`src/rtl/game_pkg.sv`:
```
// game_pkg: phase encoding, default phase durations and limits shared by the sequencer.
package game_pkg;
    typedef enum logic [2:0] {IDLE, PRE, GAME, ANSWER, POST, WIN, LOSE} phase_e;
    localparam int PRE_S_DEF = 3;
    localparam int GAME_S_DEF = 10;
    localparam int ANS_S_DEF = 5;
    localparam int POST_S_DEF = 3;
    localparam int MAX_PLAYERS = 4;
    function automatic int lvl_w(input int levels);
        return levels > 1 ? $clog2(levels) : 1;
    endfunction
endpackage

```
`src/rtl/game_sequencer_if.sv`:
```
// game_sequencer_if: stimulus inputs and registered status outputs of the level sequencer.
interface game_sequencer_if import game_pkg::*; #(
    parameter int PLAYERS = 2,
    parameter int COUNT_W = 8,
    parameter int LEVELS = 8
) ();
    localparam int LW = lvl_w(LEVELS);
    logic secTick;
    logic start;
    logic [PLAYERS-1:0] userUp;
    logic [PLAYERS-1:0] userDown;
    logic [COUNT_W-1:0] target;
    logic targetValid;
    phase_e phase;
    logic [LW-1:0] curLevel;
    logic [3:0] secsLeft;
    logic startGen;
    logic stopGen;
    logic [PLAYERS*COUNT_W-1:0] userCount;
    logic [PLAYERS-1:0] passMask;
    logic victory;
    logic lose;
    modport master (
        output secTick, start, userUp, userDown, target, targetValid,
        input phase, curLevel, secsLeft, startGen, stopGen, userCount, passMask, victory, lose
    );
    modport slave (
        input secTick, start, userUp, userDown, target, targetValid,
        output phase, curLevel, secsLeft, startGen, stopGen, userCount, passMask, victory, lose
    );
endinterface

```
`src/rtl/sym_user_counter.sv`:
```
// sym_user_counter: per-player saturating up/down counter with enable and synchronous clear.
module sym_user_counter #(
    parameter int W = 8
) (
    input  logic         clk,
    input  logic         rst,
    input  logic         en_i,
    input  logic         clr_i,
    input  logic         up_i,
    input  logic         down_i,
    output logic [W-1:0] count_o
);
    logic [W-1:0] count_q, count_d;
    always_comb begin
        count_d = !en_i || up_i == down_i ? count_q :
                  up_i ? (&count_q ? count_q : count_q + W'(1)) :
                  (|count_q ? count_q - W'(1) : count_q);
    end
    always_ff @(posedge clk) begin
        if (rst || clr_i) count_q <= '0;
        else count_q <= count_d;
    end
    assign count_o = count_q;
endmodule

```
`src/rtl/game_sequencer.sv`:
```
// game_sequencer: timed PRE/GAME/ANSWER/POST level flow with per-player counting and judging.
module game_sequencer import game_pkg::*; #(
    parameter int PLAYERS = 2,
    parameter int COUNT_W = 8,
    parameter int LEVELS = 8,
    parameter int TOL = 0,
    parameter int JUDGE_ALL = 1,
    parameter int PRE_S = PRE_S_DEF,
    parameter int GAME_S = GAME_S_DEF,
    parameter int ANS_S = ANS_S_DEF,
    parameter int POST_S = POST_S_DEF
) (
    input logic Clk100M,
    input logic reset,
    game_sequencer_if.slave bus
);
    localparam int LW = lvl_w(LEVELS);
    localparam int DW = COUNT_W + 1;
    if (PLAYERS < 1 || PLAYERS > MAX_PLAYERS) begin : g_bad_players
        $error("PLAYERS out of range");
    end
    phase_e phase_q;
    logic [LW-1:0] lvl_q;
    logic [3:0] secs_q;
    logic start_gen_q, stop_gen_q, victory_q, lose_q;
    logic [COUNT_W-1:0] target_q;
    logic [PLAYERS-1:0] pass_q, pass_d;
    logic [COUNT_W-1:0] cnt [PLAYERS];
    logic [DW-1:0] diff [PLAYERS];
    logic cnt_en, cnt_clr, timed, expire, passed;
    assign cnt_en = phase_q == GAME || phase_q == ANSWER;
    assign cnt_clr = phase_q == IDLE && bus.start;
    assign timed = phase_q inside {PRE, GAME, ANSWER, POST};
    assign expire = bus.secTick && secs_q == 4'd1;
    assign passed = JUDGE_ALL != 0 ? &pass_q : |pass_q;
    // one extra bit keeps the signed difference exact over the full count range
    always_comb begin
        for (int p = 0; p < PLAYERS; p++) begin
            diff[p] = {1'b0, cnt[p]} - {1'b0, target_q};
            pass_d[p] = (diff[p][COUNT_W] ? -diff[p] : diff[p]) <= DW'(TOL);
        end
    end
    for (genvar i = 0; i < PLAYERS; i++) begin : g_cnt
        sym_user_counter #(.W(COUNT_W)) u_cnt (
            .clk(Clk100M), .rst(reset), .en_i(cnt_en), .clr_i(cnt_clr),
            .up_i(bus.userUp[i]), .down_i(bus.userDown[i]), .count_o(cnt[i])
        );
        assign bus.userCount[i*COUNT_W +: COUNT_W] = cnt[i];
    end
    always_ff @(posedge Clk100M) begin
        if (reset) begin
            phase_q <= IDLE;
            lvl_q <= '0;
            secs_q <= '0;
            start_gen_q <= 1'b0;
            stop_gen_q <= 1'b0;
            victory_q <= 1'b0;
            lose_q <= 1'b0;
            target_q <= '0;
            pass_q <= '0;
        end else begin
            start_gen_q <= 1'b0;
            stop_gen_q <= 1'b0;
            if (timed && bus.secTick && secs_q > 4'd1) secs_q <= secs_q - 4'd1;
            case (phase_q)
                IDLE: if (bus.start) begin
                    phase_q <= PRE;
                    secs_q <= 4'(PRE_S);
                    target_q <= '0;
                end
                PRE: if (expire) begin
                    phase_q <= GAME;
                    secs_q <= 4'(GAME_S);
                    start_gen_q <= 1'b1;
                end
                GAME: begin
                    if (bus.targetValid) target_q <= bus.target;
                    if (expire) begin
                        phase_q <= ANSWER;
                        secs_q <= 4'(ANS_S);
                        stop_gen_q <= 1'b1;
                    end
                end
                ANSWER: if (expire) begin
                    phase_q <= POST;
                    secs_q <= 4'(POST_S);
                    pass_q <= pass_d;
                end
                POST: if (expire) begin
                    secs_q <= '0;
                    if (!passed) begin
                        phase_q <= LOSE;
                        lose_q <= 1'b1;
                    end else if (lvl_q == LW'(LEVELS - 1)) begin
                        phase_q <= WIN;
                        victory_q <= 1'b1;
                    end else begin
                        phase_q <= IDLE;
                        lvl_q <= lvl_q + LW'(1);
                    end
                end
                default: ;
            endcase
        end
    end
    assign bus.phase = phase_q;
    assign bus.curLevel = lvl_q;
    assign bus.secsLeft = secs_q;
    assign bus.startGen = start_gen_q;
    assign bus.stopGen = stop_gen_q;
    assign bus.passMask = pass_q;
    assign bus.victory = victory_q;
    assign bus.lose = lose_q;
endmodule
```
`src/flat_wrapper.sv`:
```
// flat-port wrapper written by rule: the top's interface ports become plain ports
module game_sequencer_flat import game_pkg::*;
#(
    parameter int PLAYERS = 2,
    parameter int COUNT_W = 8,
    parameter int LEVELS = 8,
    parameter int TOL = 0,
    parameter int JUDGE_ALL = 1,
    parameter int PRE_S = PRE_S_DEF,
    parameter int GAME_S = GAME_S_DEF,
    parameter int ANS_S = ANS_S_DEF,
    parameter int POST_S = POST_S_DEF
)
  (Clk100M, reset, bus_secTick, bus_start, bus_userUp, bus_userDown, bus_target, bus_targetValid, bus_phase, bus_curLevel, bus_secsLeft, bus_startGen, bus_stopGen, bus_userCount, bus_passMask, bus_victory, bus_lose);
  game_sequencer_if #(.PLAYERS(PLAYERS), .COUNT_W(COUNT_W), .LEVELS(LEVELS)) bus_i ();
  input logic Clk100M;
  input logic reset;
  input wire logic [$bits(bus_i.secTick)-1:0] bus_secTick;
  input wire logic [$bits(bus_i.start)-1:0] bus_start;
  input wire logic [$bits(bus_i.userUp)-1:0] bus_userUp;
  input wire logic [$bits(bus_i.userDown)-1:0] bus_userDown;
  input wire logic [$bits(bus_i.target)-1:0] bus_target;
  input wire logic [$bits(bus_i.targetValid)-1:0] bus_targetValid;
  output wire logic [$bits(bus_i.phase)-1:0] bus_phase;
  output wire logic [$bits(bus_i.curLevel)-1:0] bus_curLevel;
  output wire logic [$bits(bus_i.secsLeft)-1:0] bus_secsLeft;
  output wire logic [$bits(bus_i.startGen)-1:0] bus_startGen;
  output wire logic [$bits(bus_i.stopGen)-1:0] bus_stopGen;
  output wire logic [$bits(bus_i.userCount)-1:0] bus_userCount;
  output wire logic [$bits(bus_i.passMask)-1:0] bus_passMask;
  output wire logic [$bits(bus_i.victory)-1:0] bus_victory;
  output wire logic [$bits(bus_i.lose)-1:0] bus_lose;
  assign bus_i.secTick = bus_secTick;
  assign bus_i.start = bus_start;
  assign bus_i.userUp = bus_userUp;
  assign bus_i.userDown = bus_userDown;
  assign bus_i.target = bus_target;
  assign bus_i.targetValid = bus_targetValid;
  assign bus_phase = bus_i.phase;
  assign bus_curLevel = bus_i.curLevel;
  assign bus_secsLeft = bus_i.secsLeft;
  assign bus_startGen = bus_i.startGen;
  assign bus_stopGen = bus_i.stopGen;
  assign bus_userCount = bus_i.userCount;
  assign bus_passMask = bus_i.passMask;
  assign bus_victory = bus_i.victory;
  assign bus_lose = bus_i.lose;
  game_sequencer #(.PLAYERS(PLAYERS), .COUNT_W(COUNT_W), .LEVELS(LEVELS), .TOL(TOL), .JUDGE_ALL(JUDGE_ALL), .PRE_S(PRE_S), .GAME_S(GAME_S), .ANS_S(ANS_S), .POST_S(POST_S)) u_core (.Clk100M(Clk100M), .reset(reset), .bus(bus_i));
endmodule
```
`config.mk`:
```
export PLATFORM = sky130hd
export DESIGN_NAME = game_sequencer_flat
export DESIGN_NICKNAME = d
export VERILOG_FILES = /design/src/rtl/game_pkg.sv /design/src/rtl/game_sequencer_if.sv /design/src/rtl/sym_user_counter.sv /design/src/rtl/game_sequencer.sv /design/src/flat_wrapper.sv
export SDC_FILE = /design/constraint.sdc
export NUM_CORES = 1
export LEC_CHECK = 0
export CAP_MARGIN = 20
export CORE_MARGIN = 4
export CORE_UTILIZATION = 55
export DETAILED_ROUTE_END_ITERATION = 10
export HOLD_SLACK_MARGIN = 0.08
export PLACE_DENSITY = 0.85
export SYNTH_ARGS = -nofsm -noshare
export SYNTH_HDL_FRONTEND = slang
export SYNTH_SLANG_ARGS = --single-unit
```
`constraint.sdc`:
```
create_clock -name Clk100M -period 3.2 [get_ports Clk100M]
set_clock_uncertainty 0.2 [all_clocks]
set_input_delay 0.64 -clock Clk100M [delete_from_list [all_inputs] [get_ports Clk100M]]
set_output_delay 0.64 -clock Clk100M [all_outputs]
set_load 0.02 [all_outputs]
```
==> impl_metrics.ini <==
[min_path]
holdPathStages = 2
holdPathEnd = u_core.bus.lose$_SDFFE_PP0P_
hp-start = u_core.bus.lose$_SDFFE_PP0P_
hold_class = reg -> reg

[placement]
dpl_worst_slack_ps = -22.1
placed_area_sq_mm = 0.00388
place_congestion = 0.868
place.port_buffers = 48
hpwlAfterDp_mm = 6.38

[cells_and_area]
layout.nets = 524
drive_gt1_share_pct = 8.49
fillCellCount = 463
design_area_sq_mm = 0.00398
num_antenna_cells = 0
syn2layout_area_growth_pct = 23.1

[critical_path]
cp.required_ps = 3190
r2r_start = u_core.target_q[0]$_SDFFE_PP0P_
cp_max_fo = 5
end_kind = flip-flop
reg2reg_setup_slack_ps = 180
reg2reg_depth = 11
startpoint = u_core.target_q[0]$_SDFFE_PP0P_
worstPathArrival_ps = 3000
start_kind = flip-flop
r2r_end = u_core.bus.passMask[0]$_SDFFE_PP0P_
critPathKind = reg -> reg

[status]
status = complete, no violations

[timing]
max_slew_margin_pct = 63.0
hold_viol = 0
finalCritPeriodShare_pct = 94.2
layout_min_cycle_time_ps = 3020
max_freq_mhz = 332
slew_viol_final = 0
tightest_slew_ps = 550
setup_tns_ps = 0
holdWs_ps = 282
finalSetupViolCount = 0
rsz0062_at_grt = no
fin_ws_ps = 184

[detailed_routing]
dr.pass1.iters = 5
vias_per_cell = 6.06
ant_nets = 0
drt-initial-drc-count = 274
routedWlPerCell_um = 15.3
drc_errors = 0
totalWireLength_mm = 8.29
num_vias = 3293

[clock_network]
htree_levels = 2
cts_root_buf = clkbuf_8
cts_buffers = 5
clockBufferDepth = 2
cts.sink_count = 40
cts_tree = yes
insertion_delay_ps = 290
path_clk_slew_ps = 70

[floorplan]
die_area_sq_mm = 0.00717
core_area_sq_mm = 0.00561
fp.dieW_um = 84.7
num_rows = 27
dieHeight_um = 84.7
initial_core_util_pct = 57.6
io_pins = 49

[yosys]
netlist_instances = 409
synthSimpleGateAreaFrac_pct = 22.3
synth_compound_area_share_pct = 23.0
ys_ff_latch = 40
yosys-mux-area-fraction_pct = 3.72
synth.area.top_cells = dfxtp_1 25%, ha_1 12%, nor2_1 6.9%, xnor2_1 5.4%, a21oi_1 4.5%
synth.most_common_cell = nor2_1
syn_area_sq_mm = 0.00323
synth_cell_types = 58
synthTopCellsByCount = 59 x nor2_1, 40 x dfxtp_1, 32 x ha_1, 29 x a21oi_1, 28 x nand2_1
synth_area_leader_cell = dfxtp_1
synth_top_area_share_pct = 24.8
yosysSeqAreaShare_pct = 24.8
avgSynthCellArea_sq_um = 7.90
yosys_warnings = 0
synth_edf_count = 0
syn_nets = 462
synth_adder_area_share_pct = 14.9
synth_top_family_by_area = compound AO/OA/AOI/OAI gates
synth_xor_area_share_pct = 7.32
async_reset_ff_share_pct = 0
synthFlopType = dfxtp_1

[global_route]
grt_usage_pct = 23.8
overflow = 0
first_global_vias = 3231
grt_antenna_before_repair = 0
grt_max_degree = 20
grt_pass1_wl_mm = 14.2

[pwr]
power_per_cell_area_mw_per_mm2 = 338
ir_drop_mv = 0.172
power_mw = 1.35
p_leak_nw = 1.64

[job]
maxCapViolCount = 0
flip-flops by register name (all words and copies together) (netlist names), 2 cells and up:
name	flops
u_core.g_cnt.u_cnt.count_o	16
u_core.bus.passMask	2
u_core.target_q	8
u_core.bus.secsLeft	4
u_core.bus.phase	3
u_core.bus.curLevel	3
layout by cell type (no fill, tap or decap), types with 7 or more instances in the layout:
| cell type | Yosys | layout |
|---|---|---|
| ha_1 | 32 | 32 |
| a21o_1 | 12 | 12 |
| buf_4 | 0 | 16 |
| dfxtp_1 | 40 | 39 |
| clkdlybuf4s50_1 | 0 | 48 |
| nor2_1 | 59 | 59 |
| nor3_1 | 10 | 10 |
| nand3_1 | 12 | 12 |
| mux2i_1 | 12 | 12 |
| o21ai_0 | 19 | 19 |
| o211ai_1 | 7 | 7 |
| xnor2_1 | 20 | 20 |
| xor2_1 | 7 | 7 |
| nor4_1 | 10 | 10 |
| inv_1 | 25 | 25 |
| a21oi_1 | 29 | 29 |
| nand2_1 | 28 | 28 |
where the power goes:
group | internal (mW) | total [mW] | switching, mW
sequential | 0.515 | 0.534 | 0.0190
combinational | 0.219 | 0.494 | 0.275
clock | 0.148 | 0.318 | 0.169
kinds of logic after synthesis:
group | after synthesis
flip-flops | 40
buffers and inverters | 34
AO/OA/AOI/OAI | 111
XOR/XNOR | 27
AND/OR/NAND/NOR | 149
multiplexers | 12
adder cells (fa/ha/maj) | 36
stage by stage:
stage          util, %  instances
4_1_cts           70.5        542
3_5_place_dp      69.1        535
3_3_place_gp      69.1        535
6_report          71.0        543
5_1_grt           71.0        543
2_1_floorplan        -        409
critical path, stage by stage (launching register included):
cell and delay (ps):
dfxtp_2 370, ha_1 170, inv_1 50, fa_1 430, a211oi_2 330, o21ai_2 150
xor2_1 180, o41ai_2 350, xor2_1 200, xnor2_1 130, nor2_1 80, a32o_2 260
metal layers:
layer  GRT usage [%]  vias to the layer above  share of wire, %
li1                -                     1607                 -
met1            29.3                     1560                43
met2            42.1                      107                50
met3            3.53                       19               4.6
met4            8.06                        0               2.1
met5               0                        -                 0
what timing repair did:
item,in CTS,in global routing
hold buffers,0,0
buffers inserted,0,1
gates resized for setup,0,4
setup endpoints to repair,0,1
worst max path at each step:
stage / to / slack, ps
after global routing: u_core.bus.passMask[0]$_SDFFE_PP0P_ / 20
after global placement: u_core.g_cnt[0].u_cnt.count_o[7]$_SDFFE_PP0P_ / 70
after floorplan: u_core.bus.passMask[0]$_SDFFE_PP0P_ / 220
after CTS: u_core.bus.passMask[0]$_SDFFE_PP0P_ / 40
after detailed placement: u_core.g_cnt[1].u_cnt.count_o[7]$_SDFFE_PP0P_ / -20
final: u_core.bus.passMask[0]$_SDFFE_PP0P_ / 180
cell type report:
class	instances	area [sq um]	share of cell area [%]
clock buffer	6	72.6	1.82
clock inverter	1	5.00	0.126
tap	72	90.1	2.26
sequential	40	802	20.2
timing repair buffer	64	601	15.1
multi-input combinational	335	2310	58.2
inverter	25	93.8	2.36
No activity file was read; power rests on OpenSTA's default activity.
